`config.mk`:
```
export PLATFORM = sky130hd
export DESIGN_NAME = mem_burst_master_flat
export DESIGN_NICKNAME = d
export VERILOG_FILES = /design/src/rtl/mem_burst_master_if.sv /design/src/rtl/mem_burst_master.sv /design/src/flat_wrapper.sv
export SDC_FILE = /design/constraint.sdc
export NUM_CORES = 1
export LEC_CHECK = 0
export ABC_AREA = 0
export CAP_MARGIN = 25
export CORE_UTILIZATION = 30
export DETAILED_ROUTE_END_ITERATION = 10
export GPL_TIMING_DRIVEN = 0
export PLACE_DENSITY = 0.61
export SETUP_SLACK_MARGIN = 0.02
export SYNTH_ARGS = -nofsm -noshare
export SYNTH_HDL_FRONTEND = slang
export SYNTH_SLANG_ARGS = --single-unit
```
`constraint.sdc`:
```
create_clock -name clk -period 5.8 [get_ports clk]
set_clock_uncertainty 0.15 [all_clocks]
set_input_delay 1.16 -clock clk [delete_from_list [all_inputs] [get_ports clk]]
set_output_delay 1.16 -clock clk [all_outputs]
set_load 0.005 [all_outputs]
```
`src/rtl/mem_burst_master_if.sv`:
```
// Command, write-stream, read-stream and RAM port bundle for mem_burst_master.
// master = burst engine view; slave = the surrounding producer/consumer/RAM view.
interface mem_burst_master_if #(
  parameter int AW = 4,
  parameter int DW = 8
);
  logic          cmd_valid;
  logic          cmd_ready;
  logic          cmd_op;
  logic [AW-1:0] cmd_base;
  logic [AW-1:0] cmd_len;
  logic          wr_valid;
  logic          wr_ready;
  logic [DW-1:0] wr_data;
  logic          rd_valid;
  logic          rd_ready;
  logic [DW-1:0] rd_data;
  logic [AW-1:0] adr;
  logic [DW-1:0] dat_w;
  logic          we;
  logic [DW-1:0] dat_r;

  modport master (
    input  cmd_valid, cmd_op, cmd_base, cmd_len, wr_valid, wr_data, rd_ready, dat_r,
    output cmd_ready, wr_ready, rd_valid, rd_data, adr, dat_w, we
  );

  modport slave (
    output cmd_valid, cmd_op, cmd_base, cmd_len, wr_valid, wr_data, rd_ready, dat_r,
    input  cmd_ready, wr_ready, rd_valid, rd_data, adr, dat_w, we
  );
endinterface

```
`src/rtl/mem_burst_master.sv`:
```
// Burst mover between a sync-read RAM and valid/ready streams. Writes pass through with zero latency;
// reads deliver the first word 2 cycles after the command, stall on rd_ready via a 2-entry FIFO.
module mem_burst_master #(
  parameter int AW = 4,
  parameter int DW = 8
) (
  input  logic                clk,
  input  logic                rst,
  mem_burst_master_if.master  bus,
  output logic                busy,
  output logic                done
);

  typedef enum logic [1:0] {IDLE, WRITE, READ, FINISH} state_t;

  state_t        state, state_nxt;
  logic [AW-1:0] base_q, len_q, adr_q;
  logic [AW:0]   idx_q, dlv_q;
  logic [DW-1:0] fifo_q [2];
  logic          wr_ptr_q, rd_ptr_q;
  logic [1:0]    occ_q;
  logic          inflight_q;

  logic          cmd_hs, wr_acc, pop, issue;
  logic [1:0]    occ_pop;
  logic [AW-1:0] cur_adr;
  logic          cmd_ready, wr_ready, we;
  logic [AW-1:0] adr;
  logic [DW-1:0] dat_w;

  assign cmd_hs  = (state == IDLE) && bus.cmd_valid;
  assign wr_acc  = (state == WRITE) && bus.wr_valid && rst;
  assign pop     = (state == READ) && (occ_q != 2'd0) && bus.rd_ready;
  assign occ_pop = occ_q - {1'b0, pop};
  // Issue only if the word can land in the FIFO, counting the one still in flight.
  assign issue   = (state == READ) && (idx_q <= {1'b0, len_q})
                   && ((occ_pop + {1'b0, inflight_q}) < 2'd2);
  assign cur_adr = base_q + idx_q[AW-1:0];

  always_comb begin
    state_nxt = state;
    cmd_ready = 1'b0;
    wr_ready  = 1'b0;
    we        = 1'b0;
    dat_w     = '0;
    adr       = adr_q;
    case (state)
      IDLE: begin
        cmd_ready = 1'b1;
        if (bus.cmd_valid) state_nxt = bus.cmd_op ? WRITE : READ;
      end
      WRITE: begin
        wr_ready = rst;
        we       = rst && bus.wr_valid;
        dat_w    = bus.wr_data;
        adr      = cur_adr;
        if (wr_acc && (idx_q == {1'b0, len_q})) state_nxt = FINISH;
      end
      READ: begin
        if (issue) adr = cur_adr;
        if (pop && (dlv_q == {1'b0, len_q})) state_nxt = FINISH;
      end
      FINISH: state_nxt = IDLE;
      default: state_nxt = IDLE;
    endcase
  end

  always_ff @(posedge clk) begin
    if (!rst) begin
      state      <= IDLE;
      base_q     <= '0;
      len_q      <= '0;
      adr_q      <= '0;
      idx_q      <= '0;
      dlv_q      <= '0;
      fifo_q[0]  <= '0;
      fifo_q[1]  <= '0;
      wr_ptr_q   <= 1'b0;
      rd_ptr_q   <= 1'b0;
      occ_q      <= '0;
      inflight_q <= 1'b0;
    end else begin
      state      <= state_nxt;
      adr_q      <= adr;
      inflight_q <= issue;
      if (cmd_hs) begin
        base_q <= bus.cmd_base;
        len_q  <= bus.cmd_len;
        idx_q  <= '0;
        dlv_q  <= '0;
      end else if (wr_acc || issue) begin
        idx_q <= idx_q + 1'b1;
      end
      if (pop) begin
        rd_ptr_q <= ~rd_ptr_q;
        dlv_q    <= dlv_q + 1'b1;
      end
      // dat_r now holds the word for the address issued last cycle.
      if (inflight_q) begin
        fifo_q[wr_ptr_q] <= bus.dat_r;
        wr_ptr_q         <= ~wr_ptr_q;
      end
      occ_q <= occ_pop + {1'b0, inflight_q};
    end
  end

  assign bus.cmd_ready = cmd_ready;
  assign bus.wr_ready  = wr_ready;
  assign bus.we        = we;
  assign bus.dat_w     = dat_w;
  assign bus.adr       = adr;
  assign bus.rd_valid  = (occ_q != 2'd0);
  assign bus.rd_data   = fifo_q[rd_ptr_q];
  assign busy          = (state != IDLE);
  assign done          = (state == FINISH);

endmodule

```
`src/flat_wrapper.sv`:
```
// flat-port wrapper written by rule: the top's interface ports become plain ports
module mem_burst_master_flat 
#(
  parameter int AW = 4,
  parameter int DW = 8
)
  (clk, rst, busy, done, bus_cmd_valid, bus_cmd_op, bus_cmd_base, bus_cmd_len, bus_wr_valid, bus_wr_data, bus_rd_ready, bus_dat_r, bus_cmd_ready, bus_wr_ready, bus_rd_valid, bus_rd_data, bus_adr, bus_dat_w, bus_we);
  mem_burst_master_if #(.AW(AW), .DW(DW)) bus_i ();
  input  logic clk;
  input  logic rst;
  output logic busy;
  output logic done;
  input wire logic [$bits(bus_i.cmd_valid)-1:0] bus_cmd_valid;
  input wire logic [$bits(bus_i.cmd_op)-1:0] bus_cmd_op;
  input wire logic [$bits(bus_i.cmd_base)-1:0] bus_cmd_base;
  input wire logic [$bits(bus_i.cmd_len)-1:0] bus_cmd_len;
  input wire logic [$bits(bus_i.wr_valid)-1:0] bus_wr_valid;
  input wire logic [$bits(bus_i.wr_data)-1:0] bus_wr_data;
  input wire logic [$bits(bus_i.rd_ready)-1:0] bus_rd_ready;
  input wire logic [$bits(bus_i.dat_r)-1:0] bus_dat_r;
  output wire logic [$bits(bus_i.cmd_ready)-1:0] bus_cmd_ready;
  output wire logic [$bits(bus_i.wr_ready)-1:0] bus_wr_ready;
  output wire logic [$bits(bus_i.rd_valid)-1:0] bus_rd_valid;
  output wire logic [$bits(bus_i.rd_data)-1:0] bus_rd_data;
  output wire logic [$bits(bus_i.adr)-1:0] bus_adr;
  output wire logic [$bits(bus_i.dat_w)-1:0] bus_dat_w;
  output wire logic [$bits(bus_i.we)-1:0] bus_we;
  assign bus_i.cmd_valid = bus_cmd_valid;
  assign bus_i.cmd_op = bus_cmd_op;
  assign bus_i.cmd_base = bus_cmd_base;
  assign bus_i.cmd_len = bus_cmd_len;
  assign bus_i.wr_valid = bus_wr_valid;
  assign bus_i.wr_data = bus_wr_data;
  assign bus_i.rd_ready = bus_rd_ready;
  assign bus_i.dat_r = bus_dat_r;
  assign bus_cmd_ready = bus_i.cmd_ready;
  assign bus_wr_ready = bus_i.wr_ready;
  assign bus_rd_valid = bus_i.rd_valid;
  assign bus_rd_data = bus_i.rd_data;
  assign bus_adr = bus_i.adr;
  assign bus_dat_w = bus_i.dat_w;
  assign bus_we = bus_i.we;
  mem_burst_master #(.AW(AW), .DW(DW)) u_core (.clk(clk), .rst(rst), .bus(bus_i), .busy(busy), .done(done));
endmodule
```
==> summary.txt <==
Run status
  – Outcome: finished clean

Place
  – Hpwl dp: 4.09 mm
  – I/O Buffers: 55
  – Placed cells: 412
  – Routability cong.: 0.830
  – Dpl ws: 0.396 ns

Worst setup path
  – WP data arrival: 4.07 ns
  – Crit Path Category: in -> out
  – Setup crit end kind: output port
  – WP data required: 4.49 ns
  – CP max FO: 7
  – Worst setup SP type: primary input

Route
  – Post-Route WL: 5.37 mm
  – Pre-antenna DRT Iters: 4
  – Initial DRC count: 85
  – Routed Antenna Nets: 0
  – Vias: 1948
  – Drt wl/cell: 12.8 um
  – Residual DRC: 0
  – Via/cell ratio: 4.64

Clock network
  – Clock slew at reported path FFs: 0.09 ns
  – Root Driver: clkbuf_8
  – CTS tree: built
  – Clk Latency, worst-skew pair: 0.30 ns
  – Hold buffer count at cts: 0
  – Clk sinks: 46
  – Max Buffers Root-to-Sink: 2
  – CTS H-tree lvls: 2
  – Post-CTS setup repair buffer count: 0
  – CTS resizes: 0
  – TritonCTS Buffers: 5

Synth
  – Synth area leader: dfxtp_1
  – Mapped Area: 0.00247 mm^2
  – Async S/R FF share, synth: 0
  – Post-synthesis sequential area ratio: 0.438
  – Syn nets: 300
  – Mapped Cells: 254
  – Synth warn: 0
  – Main flop type after synthesis: dfxtp_1
  – Synth top area cells: dfxtp_1 24%, edfxtp_1 19%, and2_1 8.9%
  – Synth unique cells: 39
  – Top-area cell type share of the netlist area: 0.244
  – Post-synth EDFFs: 16
  – Synth Area per Inst: 9.71 um^2
  – Yosys reg bits: 46

Finish
  – Final net count: 363
  – Fin util: 0.414
  – Final Non-Filler Cells: 420
  – N_diodes: 0
  – FILL cells: 791
  – Area grow syn2layout: 31.6%
  – Share of cells above drive strength 1: 0.0818

Timing
  – RSZ-0062 raised after global routing: false
  – Hold WS: 0.310 ns
  – Worst-margin pin slew: 0.695 ns
  – Setup WS post-layout: 0.417 ns
  – Final Critical Period: 5.38 ns
  – Max frequency: 0.186 GHz
  – Setup tns final: 0 ns
  – Relative slew margins: 0.534
  – Slew Limit Fails: 0
  – Final hold vios: 0
  – Tcrit/Tclk final: 0.928
  – Setup violations, final: 0

Die
  – Ports: 56
  – Num rows: 32
  – Core Region: 0.00785 mm^2
  – Initial core utilization: 0.314
  – Die area: 0.00859 mm^2
  – Die X: 92.7 um
  – Die Y: 92.7 um

Global route
  – GR Util All Layers: 0.130
  – Vias in the first global route: 1845
  – Antenna violations before repair: 0
  – Total grt overflow: 0
  – Global-route wire length before repair: 8.78 mm
  – Largest net degree at the start of global routing: 17

Power and ir drop
  – Power per cell area: 299 mW/mm^2
  – Peak VDD IR: 0.207 mV
  – Leak: 1.32 nW

Hold path
  – Worst hold-check path type: reg -> reg

Flow run
  – Max cap viols: 0
[layout make-up]
| class | instances | area (um^2) | area share |
|---|---|---|---|
| timing repair buffer | 56 | 558 | 0.172 |
| multi-input combinational | 187 | 1310 | 0.402 |
| buffer | 8 | 30.0 | 0.00925 |
| clock buffer | 5 | 68.8 | 0.0212 |
| clock inverter | 3 | 25.0 | 0.00771 |
| inverter | 13 | 48.8 | 0.0150 |
| sequential | 46 | 1080 | 0.333 |
| tap | 102 | 128 | 0.0393 |
[kinds of logic (layout without fill, tap and decap cells)]
logic type,Yosys count,after routing,synth area share
muxes,11,11,0.0487
and+or+nand+nor,102,102,0.217
buffers and inverters,21,85,0.0320
AOI/OAI and AO/OA,49,49,0.142
xor gates and xnor gates,9,9,0.0381
DFF,46,46,0.438
adders and majority gates,16,16,0.0842
[metal layers]
layer,GRT usage,part of all wire,vias up
li1,-,-,1004
met2,0.214,0.46,48
met3,0.0271,0.044,4
met4,0.0359,0.0065,0
met1,0.171,0.49,892
met5,0,0,-
[state kept, by name, indices dropped and copies added (netlist names), 2 cells and up, named ones only]
| name | count |
|---|---|
| u_core.occ_q | 2 |
| u_core.state | 2 |
| u_core.base_q | 4 |
| u_core.len_q | 4 |
| u_core.fifo_q | 16 |
| u_core.dlv_q | 5 |
| u_core.adr_q | 4 |
| u_core.idx_q | 5 |
[cells in the mapped netlist (2+ instances only)]
library cell	n
a21boi_0	11
a21oi_1	10
and2_1	35
and3_1	2
clkbuf_1	8
dfxtp_1	30
edfxtp_1	16
ha_1	15
inv_1	12
mux2_2	8
mux2i_1	3
nand2_1	31
nand2b_1	6
nand3_1	10
nor2_1	7
nor2b_1	2
nor3_1	3
o2111ai_1	2
o211ai_1	5
o21ai_0	12
o311a_1	2
xnor2_1	5
xor2_1	3
[power by group]
part,internal (mW),switching [mW]
registers,0.371,0.0253
logic,0.183,0.188
clock network,0.0871,0.116
[cell usage in the layout, fill, tap and decap left out, types with 2 or more instances in the layout]
cell type and n:
o21ai_0 12, o311a_1 2, xnor2_1 5, ha_1 15
edfxtp_1 16, a21oi_1 10, xor2_1 3, mux2i_1 3
a21boi_0 11, clkbuf_8 5, nor3_1 3, clkbuf_1 8
nand3_1 10, nor2_1 7, o2111ai_1 2, nand2_1 31
and2_1 35, nand2b_1 6, nor2b_1 2, o211ai_1 5
and3_1 2, clkdlybuf4s50_1 55, mux2_2 8, dfxtp_1 30
inv_1 12
[path summary, 6_finish.rpt]
kind                                 from                           end  slack (ns)  cells past startpoint
min reg2reg  u_core.dlv_q[4]$_SDFFE_PN0P_  u_core.dlv_q[4]$_SDFFE_PN0P_        0.31                      1
max                          bus_rd_ready                    bus_adr[3]        0.42                     12
max reg2reg  u_core.state[0]$_SDFFE_PN0P_    u_core.adr_q[3]$_SDFF_PN0_        2.78                     12
min          u_core.dlv_q[4]$_SDFFE_PN0P_  u_core.dlv_q[4]$_SDFFE_PN0P_        0.31                      1
[worst max-delay path, stage by stage]
cell             delay (ns)
clkdlybuf4s50_1        0.42
o211ai_1               0.34
inv_2                  0.18
ha_1                   0.33
inv_1                  0.04
ha_1                   0.19
xnor3_2                0.29
a21o_1                 0.16
o211ai_2               0.09
o21ai_0                0.20
nor2b_1                0.16
clkdlybuf4s50_1        0.51
[through the flow]
step / total power, mW / cell area [um^2]
6_report: 0.971 / 3250
5_1_grt: 1.03 / 3250
4_1_cts: 0.980 / 3250
3_5_place_dp: 0.774 / 3150
3_3_place_gp: 0.768 / 3140
2_1_floorplan: 0.624 / 2470
Note: power is estimated with default switching activity, not from simulation.
